## config.mk

```make
export PLATFORM = sky130hd
export DESIGN_NAME = fir_tap_sequencer_flat
export DESIGN_NICKNAME = d
export VERILOG_FILES = /design/src/rtl/fir_pkg.sv /design/src/rtl/fir_tap_sequencer_if.sv /design/src/rtl/fir_coeff_bank.sv /design/src/rtl/fir_tap_sequencer.sv /design/src/flat_wrapper.sv
export SDC_FILE = /design/constraint.sdc
export NUM_CORES = 1
export LEC_CHECK = 0
export BUFFER_PORTS_ARGS = -buffer_cell sky130_fd_sc_hd__buf_2
export CAP_MARGIN = 25
export CORE_MARGIN = 1.5
export CORE_UTILIZATION = 50
export CTS_CLUSTER_DIAMETER = 80
export CTS_CLUSTER_SIZE = 20
export DETAILED_ROUTE_END_ITERATION = 10
export PLACE_DENSITY_LB_ADDON = 0.08
export SLEW_MARGIN = 20
export SYNTH_ARGS = -nofsm -noshare
export SYNTH_HDL_FRONTEND = slang
export SYNTH_SLANG_ARGS = --single-unit
```

## constraint.sdc

```tcl
create_clock -name iClk_12M -period 6.58 [get_ports iClk_12M]
set_clock_uncertainty 0.15 [all_clocks]
set_input_delay 0.658 -clock iClk_12M [delete_from_list [all_inputs] [get_ports iClk_12M]]
set_output_delay 0.658 -clock iClk_12M [all_outputs]
set_load 0.005 [all_outputs]
```

## src/rtl/fir_pkg.sv

```systemverilog
// Shared constants and types for the FIR tap sequencer.
// Default sizes, tap-index width and the sequencer state encoding.
package fir_pkg;

  localparam int unsigned DEF_CLK_DIV  = 40;
  localparam int unsigned DEF_NUM_TAPS = 10;
  localparam int unsigned DEF_DATA_W   = 16;
  localparam int unsigned DEF_COEFF_W  = 16;

  localparam int unsigned TAP_IDX_W = 4;

  typedef enum logic [1:0] {
    StIdle,
    StTap,
    StAcc
  } fir_state_e;

endpackage

```

## src/rtl/fir_tap_sequencer_if.sv

```systemverilog
// Sequencer-to-datapath signals plus the coefficient write bus.
// The sequencer uses the master modport; the datapath/control side uses slave.
interface fir_tap_sequencer_if #(
  parameter int unsigned DATA_W  = fir_pkg::DEF_DATA_W,
  parameter int unsigned COEFF_W = fir_pkg::DEF_COEFF_W
) ();

  logic                              oEnSample_300k;
  logic signed [DATA_W-1:0]          oFirIn;
  logic signed [COEFF_W-1:0]         oCoeff;
  logic [fir_pkg::TAP_IDX_W-1:0]     oEnMul;
  logic                              oEnAdd;
  logic                              oEnAcc;
  logic                              oBusy;

  logic                              iCoeffWrEn;
  logic [fir_pkg::TAP_IDX_W-1:0]     iCoeffWrAddr;
  logic signed [COEFF_W-1:0]         iCoeffWrData;
  logic                              oCoeffWrErr;

  modport master (
    output oEnSample_300k, oFirIn, oCoeff, oEnMul, oEnAdd, oEnAcc, oBusy, oCoeffWrErr,
    input  iCoeffWrEn, iCoeffWrAddr, iCoeffWrData
  );

  modport slave (
    input  oEnSample_300k, oFirIn, oCoeff, oEnMul, oEnAdd, oEnAcc, oBusy, oCoeffWrErr,
    output iCoeffWrEn, iCoeffWrAddr, iCoeffWrData
  );

endinterface

```

## src/rtl/fir_coeff_bank.sv

```systemverilog
// Writable coefficient bank (taps 1..NUM_TAPS) with write-legality check.
// FIR_COEFF_SHADOW_EN adds a shadow bank copied into the active bank on the strobe.
module fir_coeff_bank
  import fir_pkg::*;
#(
  parameter int unsigned NUM_TAPS = DEF_NUM_TAPS,
  parameter int unsigned COEFF_W  = DEF_COEFF_W
) (
  input  logic                      clk_i,
  input  logic                      rst_i,
  input  logic                      strobe_i,
  input  logic                      lock_i,
  input  logic                      wr_en_i,
  input  logic [TAP_IDX_W-1:0]      wr_addr_i,
  input  logic signed [COEFF_W-1:0] wr_data_i,
  input  logic [TAP_IDX_W-1:0]      rd_addr_i,
  output logic signed [COEFF_W-1:0] rd_data_o,
  output logic                      wr_err_o
);

  logic addr_ok;
  logic wr_lock;
  logic wr_accept;
  logic wr_err_q;

  assign addr_ok   = (wr_addr_i != '0) && (wr_addr_i <= TAP_IDX_W'(NUM_TAPS));
  assign wr_accept = wr_en_i && addr_ok && !wr_lock;
  assign wr_err_o  = wr_err_q;

`ifdef FIR_COEFF_SHADOW_EN
  logic signed [COEFF_W-1:0] shadow_q [1:NUM_TAPS];
  logic signed [COEFF_W-1:0] active_q [1:NUM_TAPS];

  assign wr_lock = lock_i;

  always_ff @(posedge clk_i or posedge rst_i) begin
    if (rst_i) begin
      for (int i = 1; i <= NUM_TAPS; i++) begin
        shadow_q[i] <= '0;
        active_q[i] <= '0;
      end
    end else begin
      for (int i = 1; i <= NUM_TAPS; i++) begin
        if (wr_accept && (wr_addr_i == TAP_IDX_W'(i))) shadow_q[i] <= wr_data_i;
        // Copy takes the pre-write shadow, so a strobe-cycle write waits a sample.
        if (strobe_i) active_q[i] <= shadow_q[i];
      end
    end
  end

  // On the strobe the first tap must already see the bank being copied in.
  always_comb begin
    rd_data_o = '0;
    for (int i = 1; i <= NUM_TAPS; i++) begin
      if (rd_addr_i == TAP_IDX_W'(i)) rd_data_o = strobe_i ? shadow_q[i] : active_q[i];
    end
  end
`else
  logic signed [COEFF_W-1:0] bank_q [1:NUM_TAPS];

  assign wr_lock = lock_i || strobe_i;

  always_ff @(posedge clk_i or posedge rst_i) begin
    if (rst_i) begin
      for (int i = 1; i <= NUM_TAPS; i++) bank_q[i] <= '0;
    end else begin
      for (int i = 1; i <= NUM_TAPS; i++) begin
        if (wr_accept && (wr_addr_i == TAP_IDX_W'(i))) bank_q[i] <= wr_data_i;
      end
    end
  end

  always_comb begin
    rd_data_o = '0;
    for (int i = 1; i <= NUM_TAPS; i++) begin
      if (rd_addr_i == TAP_IDX_W'(i)) rd_data_o = bank_q[i];
    end
  end
`endif

  always_ff @(posedge clk_i or posedge rst_i) begin
    if (rst_i) begin
      wr_err_q <= 1'b0;
    end else begin
      wr_err_q <= wr_en_i && (!addr_ok || wr_lock);
    end
  end

endmodule

```

## src/rtl/fir_tap_sequencer.sv

```systemverilog
// Sample-rate divider and tap FSM feeding the transposed FIR MAC datapath.
// Optional macro FIR_COEFF_SHADOW_EN selects double-buffered coefficient writes.
module fir_tap_sequencer
  import fir_pkg::*;
#(
  parameter int unsigned CLK_DIV  = DEF_CLK_DIV,
  parameter int unsigned NUM_TAPS = DEF_NUM_TAPS,
  parameter int unsigned DATA_W   = DEF_DATA_W,
  parameter int unsigned COEFF_W  = DEF_COEFF_W
) (
  input  logic                     iClk_12M,
  input  logic                     iRst,
  input  logic signed [DATA_W-1:0] iSample,
  fir_tap_sequencer_if.master      bus_io
);

  logic [15:0]               div_cnt_q, div_cnt_d;
  logic                      strobe;

  fir_state_e                state_q, state_d;
  logic [TAP_IDX_W-1:0]      tap_q, tap_d;
  logic signed [DATA_W-1:0]  fir_in_q, fir_in_d;
  logic signed [COEFF_W-1:0] coeff_q, coeff_d;
  logic                      acc_q, acc_d;

  logic signed [COEFF_W-1:0] rd_coeff;
  logic                      coeff_wr_lock;

  // Divider
  assign strobe    = (div_cnt_q == 16'(CLK_DIV - 1));
  assign div_cnt_d = strobe ? '0 : div_cnt_q + 16'd1;

  always_ff @(posedge iClk_12M or posedge iRst) begin
    if (iRst) begin
      div_cnt_q <= '0;
    end else begin
      div_cnt_q <= div_cnt_d;
    end
  end

  // Tap FSM; tap_d doubles as the bank read address for the next cycle's tap
  always_comb begin
    state_d  = state_q;
    tap_d    = tap_q;
    fir_in_d = fir_in_q;
    acc_d    = 1'b0;
    unique case (state_q)
      StIdle: begin
        if (strobe) begin
          state_d  = StTap;
          tap_d    = TAP_IDX_W'(1);
          fir_in_d = iSample;
        end
      end
      StTap: begin
        if (tap_q == TAP_IDX_W'(NUM_TAPS)) begin
          state_d = StAcc;
          tap_d   = '0;
          acc_d   = 1'b1;
        end else begin
          tap_d = tap_q + TAP_IDX_W'(1);
        end
      end
      StAcc: begin
        state_d = StIdle;
      end
      default: begin
        state_d = StIdle;
        tap_d   = '0;
      end
    endcase
    coeff_d = (tap_d != '0) ? rd_coeff : coeff_q;
  end

  always_ff @(posedge iClk_12M or posedge iRst) begin
    if (iRst) begin
      state_q  <= StIdle;
      tap_q    <= '0;
      fir_in_q <= '0;
      coeff_q  <= '0;
      acc_q    <= 1'b0;
    end else begin
      state_q  <= state_d;
      tap_q    <= tap_d;
      fir_in_q <= fir_in_d;
      coeff_q  <= coeff_d;
      acc_q    <= acc_d;
    end
  end

`ifdef FIR_COEFF_SHADOW_EN
  assign coeff_wr_lock = 1'b0;
`else
  assign coeff_wr_lock = (state_q != StIdle);
`endif

  fir_coeff_bank #(
    .NUM_TAPS (NUM_TAPS),
    .COEFF_W  (COEFF_W)
  ) u_coeff_bank (
    .clk_i     (iClk_12M),
    .rst_i     (iRst),
    .strobe_i  (strobe),
    .lock_i    (coeff_wr_lock),
    .wr_en_i   (bus_io.iCoeffWrEn),
    .wr_addr_i (bus_io.iCoeffWrAddr),
    .wr_data_i (bus_io.iCoeffWrData),
    .rd_addr_i (tap_d),
    .rd_data_o (rd_coeff),
    .wr_err_o  (bus_io.oCoeffWrErr)
  );

  assign bus_io.oEnSample_300k = strobe;
  assign bus_io.oFirIn         = fir_in_q;
  assign bus_io.oCoeff         = coeff_q;
  assign bus_io.oEnMul         = tap_q;
  assign bus_io.oEnAdd         = (tap_q >= TAP_IDX_W'(2));
  assign bus_io.oEnAcc         = acc_q;
  assign bus_io.oBusy          = strobe || (state_q != StIdle);

endmodule
```

## src/flat_wrapper.sv

```systemverilog
// flat-port wrapper written by rule: the top's interface ports become plain ports
module fir_tap_sequencer_flat import fir_pkg::*;
#(
  parameter int unsigned CLK_DIV  = DEF_CLK_DIV,
  parameter int unsigned NUM_TAPS = DEF_NUM_TAPS,
  parameter int unsigned DATA_W   = DEF_DATA_W,
  parameter int unsigned COEFF_W  = DEF_COEFF_W
)
  (iClk_12M, iRst, iSample, bus_io_oEnSample_300k, bus_io_oFirIn, bus_io_oCoeff, bus_io_oEnMul, bus_io_oEnAdd, bus_io_oEnAcc, bus_io_oBusy, bus_io_oCoeffWrErr, bus_io_iCoeffWrEn, bus_io_iCoeffWrAddr, bus_io_iCoeffWrData);
  fir_tap_sequencer_if #(.DATA_W(DATA_W), .COEFF_W(COEFF_W)) bus_io_i ();
  input  logic iClk_12M;
  input  logic iRst;
  input  logic signed [DATA_W-1:0] iSample;
  output wire logic [$bits(bus_io_i.oEnSample_300k)-1:0] bus_io_oEnSample_300k;
  output wire logic [$bits(bus_io_i.oFirIn)-1:0] bus_io_oFirIn;
  output wire logic [$bits(bus_io_i.oCoeff)-1:0] bus_io_oCoeff;
  output wire logic [$bits(bus_io_i.oEnMul)-1:0] bus_io_oEnMul;
  output wire logic [$bits(bus_io_i.oEnAdd)-1:0] bus_io_oEnAdd;
  output wire logic [$bits(bus_io_i.oEnAcc)-1:0] bus_io_oEnAcc;
  output wire logic [$bits(bus_io_i.oBusy)-1:0] bus_io_oBusy;
  output wire logic [$bits(bus_io_i.oCoeffWrErr)-1:0] bus_io_oCoeffWrErr;
  input wire logic [$bits(bus_io_i.iCoeffWrEn)-1:0] bus_io_iCoeffWrEn;
  input wire logic [$bits(bus_io_i.iCoeffWrAddr)-1:0] bus_io_iCoeffWrAddr;
  input wire logic [$bits(bus_io_i.iCoeffWrData)-1:0] bus_io_iCoeffWrData;
  assign bus_io_oEnSample_300k = bus_io_i.oEnSample_300k;
  assign bus_io_oFirIn = bus_io_i.oFirIn;
  assign bus_io_oCoeff = bus_io_i.oCoeff;
  assign bus_io_oEnMul = bus_io_i.oEnMul;
  assign bus_io_oEnAdd = bus_io_i.oEnAdd;
  assign bus_io_oEnAcc = bus_io_i.oEnAcc;
  assign bus_io_oBusy = bus_io_i.oBusy;
  assign bus_io_oCoeffWrErr = bus_io_i.oCoeffWrErr;
  assign bus_io_i.iCoeffWrEn = bus_io_iCoeffWrEn;
  assign bus_io_i.iCoeffWrAddr = bus_io_iCoeffWrAddr;
  assign bus_io_i.iCoeffWrData = bus_io_iCoeffWrData;
  fir_tap_sequencer #(.CLK_DIV(CLK_DIV), .NUM_TAPS(NUM_TAPS), .DATA_W(DATA_W), .COEFF_W(COEFF_W)) u_core (.iClk_12M(iClk_12M), .iRst(iRst), .iSample(iSample), .bus_io(bus_io_i));
endmodule
```

### After elaboration in Yosys (flattened, before gate mapping)

Index checks and enable logic that the tools add are counted.

* flip-flop bits (word level): 216
* input bits: 39
* output and inout bits: 41
* logic and storage cells: 90

* add/sub/neg operators: 2
* magnitude comparators: 2
* eq/ne operators: 26
* mux-type cells: 19
* reduce and logical (&&, ||, !) cells: 24

Operators by type and width (count)
* 16-bit 2-to-1 mux: 11
* 4-bit by 3-bit equality test with 1-bit output (second input constant): 8
* 4-bit equality test (second input constant): 7
* 16-bit by 1-bit adder with 16-bit output (second input constant): 1
* 16-bit by 6-bit equality test with 1-bit output (second input constant): 1
* 4-bit by 2-bit equality test with 1-bit output (second input constant): 4
* 1-bit logical AND: 14
* 4-bit case mux with 3 select lines: 1
* 4-bit by 1-bit equality test with 1-bit output (second input constant): 2
* 4-bit 2-to-1 mux: 2
* 4-bit nonzero test: 2
* 4-bit by 1-bit adder with 4-bit output (second input constant): 1
* 4-bit by 2-bit greater-or-equal comparator with 1-bit output (second input constant): 1
* 4-bit <= comparator (second input constant): 1
* 2-bit 2-to-1 mux: 2
* 2-bit by 1-bit != test with 1-bit output (second input constant): 2
* 2-bit case mux with 2 select lines: 1
* 2-bit AND reduction: 2
* 2-bit by 1-bit equality test with 1-bit output (second input constant): 1
* 2-bit equality test (second input constant): 1
* 1-bit zero test: 2
* 2-bit zero test: 1
* 1-bit logical OR: 2
* 1-bit 2-to-1 mux: 2
* 2-bit nonzero test: 1

### Longest topological paths before layout

Gate-level depths: netlist (run 1).

* word-level depth: 14
* gate-level depth with buffers: 13
* depth with buffers taken out: 10

### Cells and area by module

From an unflattened synthesis (run 1), not the netlist that was laid out.

* cells, all modules: 831
* area total of the unflattened synthesis: 10156.0 µm²

By module, submodules not included
* fir_coeff_bank: instances 1, cells an instance 643, area each 7692.4 µm², sequential area each 4028.9 µm²
* fir_tap_sequencer: instances 1, cells an instance 188, area each 2463.6 µm², sequential area each 1376.3 µm²

### Least setup slack after synthesis (run 1)

OpenSTA, ideal clock, no wires.

* path kind: flip-flop to flip-flop
* from: register u_core.div_cnt_q[0]
* to: register u_core.u_coeff_bank.bank_q[100] in the netlist's numbering
* library setup time: 0.125 ns
* arrival: 2.541 ns
* data required time: 6.305 ns
* path slack: 3.764 ns
* cell stages (with the launch flop): 10
* path buffers: 1
* period minus slack after synthesis: 2.816 ns
* cell sequence: dfrtp_1 -> ha_1 -> nand2_1 -> or4_1 -> nor4_4 -> nor2_1 -> nand4b_1 -> nor3_1 -> buf_2 -> mux2_2

* cells in the longest elaborated chain, start to end: 5

RTL lines
* from (decl): line fir_tap_sequencer.sv:17 `logic [15:0] div_cnt_q, div_cnt_d;`
* from (signal assigned): line fir_tap_sequencer.sv:37 `div_cnt_q <= div_cnt_d;`
* 16-bit by 6-bit equality test with 1-bit output: line fir_tap_sequencer.sv:30 `assign strobe = (div_cnt_q == 16'(CLK_DIV - 1));`
* via bus_io_oEnSample_300k: line flat_wrapper.sv:14 `output wire logic [$bits(bus_io_i.oEnSample_300k)-1:0] bus_io_oEnSample_300k;`
* 1-bit logical OR: line fir_coeff_bank.sv:61 `assign wr_lock = lock_i || strobe_i;`
* 1-bit zero test: line fir_coeff_bank.sv:27 `assign wr_accept = wr_en_i && addr_ok && !wr_lock;`
* 1-bit logical AND: line fir_coeff_bank.sv:27
* 1-bit logical AND: line fir_coeff_bank.sv:68 `if (wr_accept && (wr_addr_i == TAP_IDX_W'(i))) bank_q[i] <= wr_data_i;`
* to (signal, indexed assignment): line fir_coeff_bank.sv:68
* to (decl): line fir_coeff_bank.sv:59 `logic signed [COEFF_W-1:0] bank_q [1:NUM_TAPS];`

The timed path passes the listed nets, and every way through them passes these cells.
A chain may end at the register's enable or synchronous reset.

### Final worst setup path (run 1)

* from: register u_core.div_cnt_q[13]
* to: register u_core.coeff_q[6], in the netlist u_core.bus_io.oCoeff[6]

* cells in the longest elaborated chain, start to end: 14
* elaborated cells between the ends (all ways): 24
* classes of those cells: eq/ne (11); mux (12); reduce/logical (1)

RTL lines
* 16-bit by 6-bit equality test with 1-bit output *: line fir_tap_sequencer.sv:30
* 4-bit 2-to-1 mux *: line fir_tap_sequencer.sv:49 `if (strobe) begin`
* 4-bit case mux with 3 select lines *: line fir_tap_sequencer.sv:47 `unique case (state_q)`
* 4-bit by 1-bit equality test with 1-bit output: line fir_coeff_bank.sv:76 `if (rd_addr_i == TAP_IDX_W'(i)) rd_data_o = bank_q[i];`
* 16-bit 2-to-1 mux (10 in a row): line fir_coeff_bank.sv:76
* to (signal assigned): line fir_tap_sequencer.sv:86 `coeff_q <= coeff_d;`
* to (decl): line fir_tap_sequencer.sv:23 `logic signed [COEFF_W-1:0] coeff_q, coeff_d;`

Every way passes the cells marked *; elsewhere a longest branch is shown, timed or not.

==> metrics.md, run 1 <==
| Metric | Value |
|---|---|
| Worst-margin pin slew | 1.09 ns |
| Synth unique cells | 59 |
| Gpl congestion | 0.860 |
| CP Launch Type | flip-flop |
| Layout Utilization | 57.0% |
| Via density | 6.00 |
| Die width | 144 µm |
| Die H | 144 µm |
| Post-route insts no fill | 1149 |
| Status | completed |
| Area growth from synthesis to layout | 12.0% |
| Port Buffer Count | 79 |
| Total track usage | 24.6% |
| Initial antenna violation count | 0 |
| TritonCTS Sinks | 216 |
| Cell area after layout | 0.0111 mm² |
| Worst skew pair latency | 0.47 ns |
| Most common cell in the synthesized netlist | dfrtp_1 |
| Share of cells above drive strength 1 | 35.1% |
| Footprint of the multi-input gates | 0.00424 mm² |
| P_sw | 0.719 mW |
| Reg area | 0.00541 mm² |
| Clock transition at path regs | 0.08 ns |
| Cell total after placement | 1125 |
| First-pass GRT wire length | 39200 µm |
| Sequential Power Share | 57.3% |
| Crit path DAT | 4.34 ns |
| Final #Nets | 924 |
| FMAX | 0.244 GHz |
| Cell Area, Synth | 0.00988 mm² |
| Worst Setup Path Type | flip-flop to flip-flop |
| DRC viols | 0 |
| Max-cap violations | 0 |
| Root buffer cell | clkbuf_16 |
| Synth area leaders | dfrtp_1 55%, mux2_2 20%, a21oi_1 2.0% |
| CTS tree | done |
| Flops & latches, synth | 216 |
| Ports | 80 |
| Clock power frac | 30.5% |
| Gate Count Post-Synth | 806 |
| Post-synthesis sequential area ratio | 54.7% |
| Unrepaired setup endpoints after global routing | false |
| Final Hold Fails | 0 |
| Effective utilization at floorplan | 51.0% |
| Pre-antenna DRT Iters | 5 |
| Setup Viol. Count Final | 0 |
| Bufs on Longest Clock Path | 3 |
| Ys flop type | dfrtp_1 |
| Worst ir drop on vdd | 175 µV |
| Placed inst area | 0.0106 mm² |
| Vias | 6895 |
| Drt wl/cell | 21.5 µm |
| Filler cells | 1640 |
| Sw frac | 24.3% |
| Die area | 0.0206 mm² |
| Post-synth ARST share | 100% |
| Htree depth | 1 |
| Gr ovfl total | 0 |
| Setup TNS | 0 ns |
| Tmin final | 4.11 ns |
| Worst setup EP type | flip-flop |
| Max FO, Critical Path | 34 |
| Yosys Warn Count | 0 |
| Hold Slack | 0.270 ns |
| Worst min-delay path class | input pin to flip-flop |
| Remaining antenna violation count | 0 |
| Vias in the first global route | 7059 |
| Syn_area_per_cell | 12.3 µm² |
| Gate power share | 12.2% |
| Most frequent cells after synthesis | 216 x dfrtp_1, 176 x mux2_2, 48 x nor2_1, 40 x nand2_1, 39 x a21oi_1 |
| Setup Fix Bufs, Post-CTS | 0 |
| WP data required | 6.82 ns |
| Final HPWL DP | 15500 µm |
| Post-route clock period utilization | 62.4% |
| Pwr Density | 267 mW/mm² |
| Cell taking the most area after synthesis | dfrtp_1 |
| Lkg Pwr | 4.76 nW |
| Total Wirelength | 24700 µm |
| Internal | 2.24 mW |
| Initial DRC Count | 506 |
| Largest net degree at the start of global routing | 79 |
| Core ar. | 0.0194 mm² |
| Floorplan row count | 51 |
| Final Max Slew Viols | 0 |
| Post-synthesis net count | 848 |
| Yosys top cell area share | 54.7% |
| # diodes | 0 |
| Number of flops mapped to enable cells by yosys | 0 |
| Slew margin rel. | 27.6% |
| CTS Buf Count | 15 |
layout by cell type, fill, tap and decap left out, types with 10 or more instances in the layout:
master     netlist  routed
nor2_1          48      48
nor3_1          18      17
clkbuf_16        0      15
a211oi_1        14      14
xnor2_1         10      10
mux2i_1         13      13
a222oi_1        10      10
nand3_1         23      23
a21oi_1         39      39
o221ai_1        20      20
nand2_1         40      40
buf_2           21      79
dfrtp_1        216     216
buf_4            2      18
o21ai_0         27      26
mux2_2         176     176
inv_1           14      13
layer usage:
metal  up-vias  GRT usage (%)  share of wire, %
li1       3108              -                 -
met1      3536           32.7                43
met2       216           43.2                50
met3        35           2.90               4.7
met4         0           5.85               2.0
met5         -              0                 0
state kept, by name (all words and copies together) (netlist names):
signal                        count
u_core.bus_io.oFirIn             16
u_core.div_cnt_q                 16
u_core.bus_io.oCoeff             16
u_core.u_coeff_bank.bank_q      160
u_core.bus_io.oEnMul              4
u_core.state_q                    2
u_core.bus_io.oEnAcc              1
u_core.u_coeff_bank.wr_err_o      1
layout make-up:
cell class	instances	share of cell area, %
flip-flops and latches	216	48.8
multi-input cells	532	38.3
repair buffers	101	5.37
clock buffers	16	3.43
well taps	265	3.00
inverters	16	0.577
clock inverters	3	0.464
cell families (layout without fill, tap and decap cells):
| logic type | after synthesis | after routing | synth area share, % |
|---|---|---|---|
| xor gates and xnor gates | 15 | 15 | 1.33 |
| adders and majority gates | 3 | 3 | 0.380 |
| AOI/OAI and AO/OA | 150 | 150 | 10.4 |
| DFF | 216 | 216 | 54.7 |
| and+or+nand+nor | 171 | 171 | 8.84 |
| buffers and inverters | 58 | 136 | 2.54 |
| muxes | 193 | 193 | 21.8 |
metrics by stage:
step	total power [mW]	worst slack, ns
final	2.96	2.47
after global routing	3.10	2.22
after CTS	2.99	2.49
after detailed placement	2.08	2.52
after global placement	2.05	2.61
after floorplan	1.94	2.96
critical path, stage by stage, from the launching register on:
cell     delay (ns)
dfrtp_1        0.42
or4_4          0.58
or4_1          0.54
a21o_1         0.17
buf_4          0.25
inv_2          0.38
nand3_1        0.60
nor2_1         0.58
a21oi_1        0.13
a31oi_1        0.19
what timing repair did:
item / 4_1_cts / 5_1_grt
endpoints found under the hold margin: 3 / 0
hold buffers: 1 / 0
gates resized for setup: 0 / 0
power by group through the flow:
stage / registers (mW) / clock network, mW / logic (mW)
after floorplan: 1.67 / 0 / 0.266
after global placement: 1.71 / 0 / 0.345
after detailed placement: 1.72 / 0 / 0.362
after CTS: 1.69 / 0.932 / 0.364
after global routing: 1.72 / 0.981 / 0.399
final: 1.69 / 0.902 / 0.362
path summary, 6_finish.rpt:
path,to,from,slack (ns),cells after the start
worst min-delay path,u_core.bus_io.oFirIn[10],iSample[10],0.27,2
worst max-delay path,u_core.bus_io.oCoeff[6],u_core.div_cnt_q[13],2.47,9
max in group asynchronous,u_core.u_coeff_bank.bank_q[29],iRst,4.07,6
worst max register to register,u_core.bus_io.oCoeff[6],u_core.div_cnt_q[13],2.47,9
worst min register to register,u_core.div_cnt_q[15],u_core.div_cnt_q[15],0.34,1
min in group asynchronous,u_core.bus_io.oEnAcc,iRst,0.46,3
(Power assumes the default switching activity.)
==> inputs of run 2 (changes only) <==
==> constraint.sdc (replaced) <==
create_clock -name iClk_12M -period 3.57 [get_ports iClk_12M]
set_clock_uncertainty 0.15 [all_clocks]
set_input_delay 0.357 -clock iClk_12M [delete_from_list [all_inputs] [get_ports iClk_12M]]
set_output_delay 0.357 -clock iClk_12M [all_outputs]
set_load 0.005 [all_outputs]
==> metrics.md, run 2 (synthesized netlist as in run 1, its figures left out) <==
| Metric | Value |
|---|---|
| Filler cells | 1631 |
| Worst-margin pin slew | 0.764 ns |
| DRC viols | 0 |
| Via density | 5.95 |
| Slowest cell on the critical path | buf_4 |
| Max FO, Critical Path | 48 |
| Bufs on Longest Clock Path | 3 |
| Tmin final | 3.25 ns |
| TritonCTS Sinks | 216 |
| Core ar. | 0.0194 mm² |
| Initial antenna violation count | 0 |
| CP Launch Type | flip-flop |
| Crit path cell chain | nor2b_1 -> nand2_1 -> o22a_1 -> inv_2 -> buf_4 -> mux2i_1 -> nor3_1 -> a211oi_1 -> o221ai_1 |
| Final Hold Fails | 0 |
| Setup TNS | 0 ns |
| Largest Register | u_core.u_coeff_bank.bank_q |
| Slew margin rel. | 49.0% |
| CTS Buf Count | 15 |
| Pre-antenna DRT Iters | 7 |
| Root buffer cell | clkbuf_16 |
| Final #Nets | 953 |
| Vias in the first global route | 7323 |
| Worst min-delay path class | input pin to flip-flop |
| Remaining antenna violation count | 0 |
| Cell family with most CP delay | compound AO/OA/AOI/OAI gates |
| Lkg Pwr | 4.91 nW |
| FMAX | 0.308 GHz |
| Max reg flops | 160 |
| Slowest stage delay, CP | 0.53 ns |
| Effective utilization at floorplan | 51.0% |
| Share of cells above drive strength 1 | 35.3% |
| Final Max Slew Viols | 0 |
| Htree depth | 1 |
| Total track usage | 25.3% |
| Max-cap violations | 0 |
| WP data required | 3.76 ns |
| First-pass GRT wire length | 39900 µm |
| Commonest non-fill, non-tap cells in the layout | 216 x dfrtp_1, 176 x mux2_2, 79 x buf_2 |
| Pwr Density | 481 mW/mm² |
| Initial DRC Count | 578 |
| Setup WS pre-CTS | 0.316 ns |
| Post-route clock period utilization | 91.0% |
| Vias | 7020 |
| Unrepaired setup endpoints after global routing | false |
| Most common cell after layout, fill and taps aside | dfrtp_1 |
| Worst setup margin | 0.321 ns |
| Gpl congestion | 0.851 |
| Port Buffer Count | 79 |
| Die H | 144 µm |
| Die area | 0.0206 mm² |
| CTS tree | done |
| Status | completed |
| Drt wl/cell | 21.4 µm |
| Setup Fix Bufs, Post-CTS | 0 |
| Post-CTS Resized | 0 |
| Worst Setup Path Type | flip-flop to flip-flop |
| Layout Utilization | 58.5% |
| Worst skew pair latency | 0.48 ns |
| Clock transition at path regs | 0.08 ns |
| Gr ovfl total | 0 |
| # diodes | 0 |
| Area growth from synthesis to layout | 14.8% |
| Worst setup EP type | flip-flop |
| Total Wirelength | 25200 µm |
| Largest net degree at the start of global routing | 98 |
| CP bufs+invs | 2 |
| Die width | 144 µm |
| Ports | 80 |
| Setup Viol. Count Final | 0 |
| Floorplan row count | 51 |
| Crit path DAT | 3.44 ns |
| Worst ir drop on vdd | 345 µV |
| Tot Pwr | 5.46 mW |
| Final HPWL DP | 15900 µm |
run 2: changes by cell type in the layout (fill, tap and decap cells not counted), moves of 2 or more:
cell	delta
clkinv_4	+2
buf_12	+2
buf_4	+11
dlygate4sd3_1	+17
run 2: where the power goes:
part | switching (mW) | total, mW | leakage, nW | internal [mW]
sequential | 0.237 | 3.11 | 2.71 | 2.87
combinational | 0.258 | 0.675 | 1.99 | 0.417
clock | 0.836 | 1.68 | 0.213 | 0.845
total | 1.33 | 5.46 | 4.91 | 4.13
run 2: cell type report:
cell class	instances	area (µm²)	area share (%)
Clock inverter	4	56.3	0.496
Timing Repair Buffer	130	873	7.69
Multi-Input combinational cell	532	4240	37.4
Sequential cell	216	5410	47.6
Tap cell	265	332	2.92
Inverter	16	63.8	0.562
Clock buffer	16	379	3.34
run 2: stage by stage:
stage	cell area (µm²)	cells	hold WS, ns
floorplan	9890	806	0.297
global placement	10700	1140	0.313
detailed placement	10700	1140	0.316
CTS	11300	1178	0.0620
global route	11400	1179	0.0895
finish	11400	1179	0.0705
run 2: worst paths after layout:
path                                              endpoint                     from  cells past startpoint  slack, ns
max in group asynchronous    u_core.u_coeff_bank.bank_q[2]                     iRst                      4       1.95
setup reg to reg                   u_core.bus_io.oCoeff[8]        u_core.state_q[0]                      9       0.32
setup / recovery                   u_core.bus_io.oCoeff[8]        u_core.state_q[0]                      9       0.32
hold reg to reg                       u_core.div_cnt_q[15]     u_core.div_cnt_q[15]                      1       0.33
hold / removal             u_core.u_coeff_bank.bank_q[159]  bus_io_iCoeffWrData[15]                      2       0.07
min in group asynchronous   u_core.u_coeff_bank.bank_q[44]                     iRst                      3       0.40
run 2: what timing repair did:
action	in CTS	in global routing
endpoints found under the hold margin	45	0
hold buffers	18	0
setup endpoints to repair	0	0
run 2: layer usage:
metal,vias to the layer above,track usage (%),share of wire [%],wire [µm]
met4,0,7.73,2.0,495
met3,37,3.30,4.9,1240
li1,3182,-,-,-
met1,3599,33.7,43,10900
met5,-,0,0,0
met2,202,43.0,50,12600
